### src/rtl/reset_seq_pkg.sv
// Shared types and width helpers for the reset sequencer.
package reset_seq_pkg;

    typedef enum logic [1:0] {GAP, WAIT, DONE, FAULT} reset_seq_state_e;

    function automatic int max_int(input int a, input int b);
        return (a > b) ? a : b;
    endfunction

    // Stage index width; a single stage still needs a 1-bit index.
    function automatic int idx_width(input int n);
        return max_int(1, $clog2(n));
    endfunction

    // One counter serves both the release gap and the ack timeout.
    function automatic int cnt_width(input int gap, input int timeout);
        return $clog2(max_int(gap, timeout) + 1);
    endfunction

endpackage

### src/rtl/reset_sequencer.sv
// Releases downstream reset domains one at a time in index order, waiting a fixed
// gap before each release and a bounded ready handshake after it.
module reset_sequencer
    import reset_seq_pkg::*;
#(
    parameter int                   NumStages        = 4,
    parameter int                   StageGapCycles   = 16,
    parameter int                   AckTimeoutCycles = 1024,
    parameter logic [NumStages-1:0] AckMask          = '1
) (
    input  logic                                  clk,
    input  logic                                  rst,
    output logic [NumStages-1:0]                  stage_rst,
    input  logic [NumStages-1:0]                  stage_ready,
    output logic                                  seq_active,
    output logic                                  all_ready,
    output logic                                  timeout_err,
    output logic [idx_width(NumStages)-1:0]       failed_stage
);

    localparam int IdxW = idx_width(NumStages);
    localparam int CntW = cnt_width(StageGapCycles, AckTimeoutCycles);

    localparam logic [IdxW-1:0] IdxLast = IdxW'(NumStages - 1);
    localparam logic [CntW-1:0] GapLast = CntW'(StageGapCycles - 1);
    localparam logic [CntW-1:0] AckLast = CntW'(AckTimeoutCycles - 1);

    if (NumStages < 1) begin : g_bad_num_stages
        $error("reset_sequencer: NumStages must be >= 1");
    end
    if (StageGapCycles < 1) begin : g_bad_gap
        $error("reset_sequencer: StageGapCycles must be >= 1");
    end
    if (AckTimeoutCycles < 1) begin : g_bad_timeout
        $error("reset_sequencer: AckTimeoutCycles must be >= 1");
    end

    reset_seq_state_e state;
    logic [IdxW-1:0]  idx;
    logic [CntW-1:0]  cnt;
    logic             ack_ok;

    // Stages without a handshake are treated as permanently ready.
    assign ack_ok = stage_ready[idx] | ~AckMask[idx];

    always_ff @(posedge clk) begin
        if (rst) begin
            state        <= GAP;
            idx          <= '0;
            cnt          <= '0;
            stage_rst    <= '1;
            seq_active   <= 1'b0;
            all_ready    <= 1'b0;
            timeout_err  <= 1'b0;
            failed_stage <= '0;
        end else begin
            unique case (state)
                GAP: begin
                    seq_active <= 1'b1;
                    if (cnt == GapLast) begin
                        stage_rst[idx] <= 1'b0;
                        cnt            <= '0;
                        state          <= WAIT;
                    end else begin
                        cnt <= cnt + 1'b1;
                    end
                end
                WAIT: begin
                    if (ack_ok) begin
                        cnt <= '0;
                        if (idx == IdxLast) begin
                            all_ready  <= 1'b1;
                            seq_active <= 1'b0;
                            state      <= DONE;
                        end else begin
                            idx   <= idx + 1'b1;
                            state <= GAP;
                        end
                    end else if (cnt == AckLast) begin
                        timeout_err  <= 1'b1;
                        failed_stage <= idx;
                        seq_active   <= 1'b0;
                        cnt          <= '0;
                        state        <= FAULT;
                    end else begin
                        cnt <= cnt + 1'b1;
                    end
                end
                // Terminal states hold every output until the next rst.
                DONE, FAULT: begin
                    seq_active <= 1'b0;
                end
                default: begin
                    state <= GAP;
                end
            endcase
        end
    end

endmodule

### config.mk
export PLATFORM = sky130hd
export DESIGN_NAME = reset_sequencer
export DESIGN_NICKNAME = d
export VERILOG_FILES = /design/src/rtl/reset_seq_pkg.sv /design/src/rtl/reset_sequencer.sv
export SDC_FILE = /design/constraint.sdc
export NUM_CORES = 1
export LEC_CHECK = 0
export ABC_AREA = 1
export CAP_MARGIN = 20
export CORE_MARGIN = 4
export CORE_UTILIZATION = 45
export DETAILED_ROUTE_END_ITERATION = 6
export GPL_TIMING_DRIVEN = 0
export PLACE_DENSITY = 0.75
export SLEW_MARGIN = 10
export SYNTH_ARGS = -nofsm -noshare
export SYNTH_HDL_FRONTEND = slang
export SYNTH_SLANG_ARGS = --single-unit
export TNS_END_PERCENT = 10
### constraint.sdc
create_clock -name clk -period 2.05 [get_ports clk]
set_clock_uncertainty 0.15 [all_clocks]
set_input_delay 0.205 -clock clk [delete_from_list [all_inputs] [get_ports clk]]
set_output_delay 0.205 -clock clk [all_outputs]
set_load 0.02 [all_outputs]
==> flow_metrics.env, run 1 <==
export IMPL_synth_top_family_by_area="simple AND/OR/NAND/NOR gates"
export IMPL_stdcell_count=209
export IMPL_muxShareOfSynthArea_pct=0.804
export IMPL_path_buf_inv=1
export IMPL_syn_nets=172
export IMPL_h_tree_depth=1
export IMPL_tns_ps=0
export IMPL_cts_resized=0
export IMPL_cellLeakagePower_nw=0.633
export IMPL_vdd_drop_max_mv=0.728
export IMPL_cp_top_family="simple AND/OR/NAND/NOR gates"
export IMPL_cp_start_kind="register"
export IMPL_period_share_pct=83.6
export IMPL_wire_per_inst_um=11.4
export IMPL_grtUsageTotal_pct=15.2
export IMPL_p_total_mw=0.877
export IMPL_placementRows=18
export IMPL_worstSetupEndpointType="register"
export IMPL_final_area_um2=1480
export IMPL_antenna_found_initial=0
export IMPL_yosysSeqAreaShare_pct=38.6
export IMPL_min_path_type="register to register"
export IMPL_gp_congestion=0.708
export IMPL_dr_pass1_iters=3
export IMPL_final_nets=191
export IMPL_synth_top_cells_by_area="dfxtp_1, nand2_1, nor2_2, nand3_2, inv_1"
export IMPL_synthAdderAreaFrac_pct=5.03
export IMPL_synthSimpleGateAreaFrac_pct=38.0
export IMPL_grt_pass1_vias=1047
export IMPL_achievable_frequency_mhz=584
export IMPL_antenna_left=0
export IMPL_worstMarginPinSlew_ps=364
export IMPL_tritoncts_num_buffers=3
export IMPL_dr_total_vias=1057
export IMPL_crit_path_max_incr_delay_ps=400
export IMPL_grt_overflow_total=0
export IMPL_postSynthAreaPerCell_um2=7.73
export IMPL_relSlewSlack_pct=75.6
export IMPL_timing_setup_critical_path_class="register to register"
export IMPL_cp_required_ps=2130
export IMPL_status="finished clean"
export IMPL_cts_setup_buffers=0
export IMPL_area_growth_syn_to_layout_pct=18.5
export IMPL_hold_violations=0
export IMPL_ios=15
export IMPL_via_per_inst=5.06
export IMPL_core_area_um2=2570
export IMPL_clk_pin_slew_worst_paths_ps=140
export IMPL_wirelength_um=2390
export IMPL_dp_cells=205
export IMPL_cts_root_buf="clkbuf_4"
export IMPL_cts_hold_buf=0
export IMPL_rsz0062_at_grt="no"
export IMPL_start_util_pct=48.5
export IMPL_drive_gt1_share_pct=23.5
export IMPL_synth_distinct_cells=26
export IMPL_synth_xor_area_share_pct=3.52
export IMPL_period_minus_slack_ps=1710
export IMPL_hpwlAfterDp_um=1860
export IMPL_ys_ff_latch=24
export IMPL_power_density_nw_per_um2=595
export IMPL_yosys_area_top_type_share_pct=38.6
export IMPL_die_y_um=60.6
export IMPL_dp_slack_ps=347
export IMPL_drcViolationCount=0
export IMPL_synth_compound_area_share_pct=6.23
export IMPL_maxCapViolations=0
export IMPL_cp_arrival_ps=1790
export IMPL_drv_slew=0
export IMPL_diodes=0
export IMPL_synthesis_area_um2=1240
export IMPL_clock_sinks=24
export IMPL_cts_path_max_buffers=2
export IMPL_grt_pass1_wl_um=4240
export IMPL_design_die_area_um2=3670
export IMPL_grt_max_degree=15
export IMPL_yosysWarnings=0
export IMPL_cts_tree="yes"
export IMPL_worstPathMaxFanout=10
export IMPL_critPathSlowestCell="dfxtp_1"
export IMPL_synth_area_leader_cell="dfxtp_1"
export IMPL_drt_iter0_markers=18
export IMPL_finalSetupViolations=0
export IMPL_netlist_instances=161
export IMPL_place_area_um2=1420
export IMPL_timing_final_ws_setup_ps=337
export IMPL_die_x_um=60.6
export IMPL_clk_latency_ps=330
export IMPL_crit_chain="ha_1, nand2_2, inv_2, nand2_1, nor2_2, nand2_1, o21ai_2, nand3_2, nand2_4, nor2_2"
export IMPL_port_buffers=14
## metrics by stage
stage                     hold slack, ps  util [%]
after floorplan                      124         -
after global placement               281      55.4
after detailed placement             282      55.4
after CTS                            309      57.5
after global routing                 320      57.5
final                                306      57.5
## state kept, by name, summed over array words and instances (netlist names)
register      count
state             2
idx               2
seq_active        1
stage_rst         4
cnt              11
timeout_err       1
all_ready         1
failed_stage      2
## worst reg2reg max path: stages (launching register included)
cell and delay, ps:
dfxtp_1 400, ha_1 200, nand2_2 90, inv_2 50, nand2_1 50, nor2_2 180
nand2_1 110, o21ai_2 80, nand3_2 90, nand2_4 170, nor2_2 50
## worst paths after layout
check | depth (start not counted) | slack [ps] | endpoint | startpoint
min reg2reg | 2 | 310 | stage_rst[2]$_SDFFE_PP1P_ | stage_rst[2]$_SDFFE_PP1P_
max | 10 | 340 | cnt[10]$_SDFFE_PP0P_ | cnt[0]$_SDFFE_PP0P_
min | 2 | 310 | stage_rst[2]$_SDFFE_PP1P_ | stage_rst[2]$_SDFFE_PP1P_
max reg2reg | 10 | 340 | cnt[10]$_SDFFE_PP0P_ | cnt[0]$_SDFFE_PP0P_
## synthesized netlist by cell type
master     n
a21o_1     1
a21oi_1    5
a31oi_1    1
buf_6      1
clkbuf_4   1
dfxtp_1   24
ha_1       5
inv_1     17
inv_2      4
mux2i_1    1
nand2_1   33
nand2_2    4
nand2_4    1
nand3_1    5
nand3_2    7
nand4_1    6
nor2_1    14
nor2_2    16
nor2_4     1
nor3_2     1
o21ai_0    3
o21ai_1    3
o21ai_2    1
or2_2      1
xnor2_1    1
xor2_1     4
## final cells by class
type                    count  area [um^2]
repair buffers             14          140
fillers                   255         1090
plain buffers               2         18.8
clock inverters             1         30.0
well taps                  30         37.5
clock buffers               3         22.5
multi-input cells         114          667
flip-flops and latches     24          480
inverters                  21         78.8
## layer usage
metal  wire length (um)  vias to the layer above  track usage [%]
met5                  0                        -                0
met4                 23                        0             3.72
met3                 79                        4             4.68
met2               1290                       14             29.2
met1                998                      494             15.9
li1                   -                      545                -
## cell families after synthesis
group | Yosys count
flip-flops | 24
multiplexers | 1
AO/OA/AOI/OAI | 14
adder cells (fa/ha/maj) | 5
buffers and inverters | 23
XOR/XNOR | 5
AND/OR/NAND/NOR | 89
## layout by cell type (no fill, tap or decap), drive strengths merged, types with 4 or more instances in the layout
cell / count
o21ai: 7
nand3: 12
nand4: 6
nand2: 38
dfxtp: 24
ha: 5
nor2: 31
clkbuf: 4
inv: 21
xor2: 4
a21oi: 5
clkdlybuf4s50: 14
## power breakdown
part / switching, mW / internal (mW) / total [mW]
Sequential: 0.00495 / 0.473 / 0.478
Clock: 0.153 / 0.198 / 0.351
Combinational: 0.0251 / 0.0235 / 0.0486
Total: 0.183 / 0.694 / 0.877
(Power assumes the default switching activity.)
==> run 2, diff against run 1 <==
Settings changed: PLACE_DENSITY 0.75 to 0.77.
Clock period 2.05 ns to 1.5 ns, I/O delays scaled along.
==> run 2 against run 1 <==
- the flow now finishes with violations (setup timing)
- die area is the same
- combinational power grew 73%
- non-clock buffer count grew 4
- power grew 23%
- critical path depth shrank 2
- wire length grew 13%
- flip-flop and latch count is the same
- maximum frequency grew 8.7%
- sequential power grew 37%
- sequential share of layout area shrank 1.1 points
- clock-buffer cell count grew 1
- cell area grew 6.6%
- critical path type unchanged
- largest cell class unchanged
- largest power group unchanged
==> flow_metrics.env, run 2 (synthesis results as in run 1) <==
export IMPL_cp_top_family="simple AND/OR/NAND/NOR gates"
export IMPL_r2r_setup_slack_ps=-80
export IMPL_met2_length_um=1490
export IMPL_grt_overflow_total=0
export IMPL_regMostFlops="cnt"
export IMPL_wl_met3_um=91
export IMPL_ios=15
export IMPL_drt_iter0_markers=28
export IMPL_status="complete, but fails checks"
export IMPL_maxCapViolations=0
export IMPL_dr_pass1_iters=4
export IMPL_port_buffers=14
export IMPL_hpwlAfterDp_um=1880
export IMPL_wirelength_um=2700
export IMPL_start_util_pct=48.5
export IMPL_largest_register_ffs=11
export IMPL_achievable_frequency_mhz=635
export IMPL_dp_slack_ps=-124
export IMPL_timing_setup_critical_path_class="register to register"
export IMPL_crit_chain="ha_4, nand2_4, nor2_2, nand3_2, nand3_4, nand3_4, nand2_4, nor2_2"
export IMPL_cts_path_max_buffers=2
export IMPL_core_area_um2=2570
export IMPL_final_nets=196
export IMPL_reg2reg_depth=8
export IMPL_tritoncts_num_buffers=3
export IMPL_area_growth_syn_to_layout_pct=26.3
export IMPL_antenna_left=0
export IMPL_worstSetupEndpointType="register"
export IMPL_timing_hold_ws_ps=299
export IMPL_utilization_pct=61.3
export IMPL_violations="setup timing"
export IMPL_worstPathMaxFanout=5
export IMPL_design_die_area_um2=3670
export IMPL_cts_hold_buf=0
export IMPL_clock_sinks=24
export IMPL_rsz0062_at_grt="yes"
export IMPL_power_density_nw_per_um2=684
export IMPL_relSlewSlack_pct=74.6
export IMPL_cts_root_buf="clkbuf_4"
export IMPL_antenna_found_initial=0
export IMPL_wire_per_inst_um=12.6
export IMPL_drv_slew=0
export IMPL_placementRows=18
export IMPL_cp_start_kind="register"
export IMPL_h_tree_depth=1
export IMPL_final_common_cell="nand2_1"
export IMPL_diodes=0
export IMPL_drive_gt1_share_pct=32.6
export IMPL_grtUsageTotal_pct=15.3
export IMPL_grt_max_degree=14
export IMPL_whs_path_depth=2
export IMPL_r2r_end="cnt[5]$_SDFFE_PP0P_"
export IMPL_timing_rr_start="cnt[0]$_SDFFE_PP0P_"
export IMPL_path_buf_inv=0
export IMPL_finalSetupViolations=12
export IMPL_cp_arrival_ps=1640
export IMPL_hold_violations=0
export IMPL_dr_total_vias=1107
export IMPL_clk_latency_ps=310
export IMPL_vdd_drop_max_mv=0.470
export IMPL_highest_layer="met3"
export IMPL_via_per_inst=5.17
export IMPL_min_path_type="register to register"
export IMPL_route_layer_met1_wl_um=1120
export IMPL_worstMarginPinSlew_ps=380
export IMPL_grt_pass1_wl_um=4400
export IMPL_die_y_um=60.6
export IMPL_largest_registers="cnt: 11 flops, stage_rst: 4 flops"
export IMPL_period_share_pct=105
export IMPL_cellLeakagePower_nw=0.689
export IMPL_timing_final_ws_setup_ps=-75.7
export IMPL_drcViolationCount=0
export IMPL_crit_path_max_incr_delay_ps=390
export IMPL_period_minus_slack_ps=1580
export IMPL_hold_end="stage_rst[0]$_SDFFE_PP1P_"
export IMPL_cp_required_ps=1570
export IMPL_die_x_um=60.6
export IMPL_clk_pin_slew_worst_paths_ps=130
export IMPL_most_common_layout_cells="nand2_1, dfxtp_1, inv_1, nor2_2, nor2_1"
export IMPL_cts_tree="yes"
export IMPL_gp_congestion=0.721
export IMPL_critPathSlowestCell="dfxtp_4"
export IMPL_grt_pass1_vias=1082
export IMPL_worstHoldStart="stage_rst[0]$_SDFFE_PP1P_"
==> run 2: worst max-delay path by stage <==
stage | startpoint | endpoint | depth (start not counted)
floorplan | cnt[1]$_SDFFE_PP0P_ | cnt[1]$_SDFFE_PP0P_ | 10
finish | cnt[0]$_SDFFE_PP0P_ | cnt[5]$_SDFFE_PP0P_ | 8
global placement | cnt[1]$_SDFFE_PP0P_ | cnt[0]$_SDFFE_PP0P_ | 10
detailed placement | cnt[1]$_SDFFE_PP0P_ | cnt[0]$_SDFFE_PP0P_ | 10
CTS | cnt[0]$_SDFFE_PP0P_ | cnt[8]$_SDFFE_PP0P_ | 8
global route | cnt[1]$_SDFFE_PP0P_ | cnt[5]$_SDFFE_PP0P_ | 8
==> run 2: power by group <==
| group | internal, mW | switching, mW | leakage [nW] |
|---|---|---|---|
| Combinational | 0.0417 | 0.0425 | 0.470 |
| Clock | 0.148 | 0.190 | 0.0210 |
| Sequential | 0.644 | 0.00892 | 0.198 |
==> run 2: routing by layer <==
layer  track usage, %  up-vias
li1                 -      560
met3             2.77        0
met5                0        -
met2             31.0       29
met1             17.0      518
met4            0.929        0
==> run 2: through the flow <==
stage	TNS (ps)	power, mW	instances	area [um^2]
after floorplan	0	0.713	161	1260
after global placement	-1020	0.735	205	1440
after detailed placement	-1450	0.739	205	1440
after CTS	-124	1.09	213	1530
after global routing	-1830	1.13	214	1570
final	-541	1.08	214	1570
==> run 2: repair_timing <==
item                       4_1_cts  5_1_grt
setup endpoints to repair       23       23
gates cloned                     1        0
resized for setup               16       14
setup buffers                    3        1
pin swaps                        3        5
==> run 2: worst reg2reg max path: cells and delay by family, from the launching register on <==
family	cells	cell delay, ps
simple gates	7	800
flops	1	390
fa+ha+maj	1	150
==> run 2: layout make-up <==
| type | instances | area, um^2 |
|---|---|---|
| Buffer | 2 | 18.8 |
| Clock buffer | 4 | 36.3 |
| Fill cell | 238 | 995 |
| Inverter | 21 | 78.8 |
| Multi-Input combinational cell | 115 | 748 |
| Sequential cell | 24 | 494 |
| Tap cell | 30 | 37.5 |
| Timing Repair Buffer | 18 | 159 |
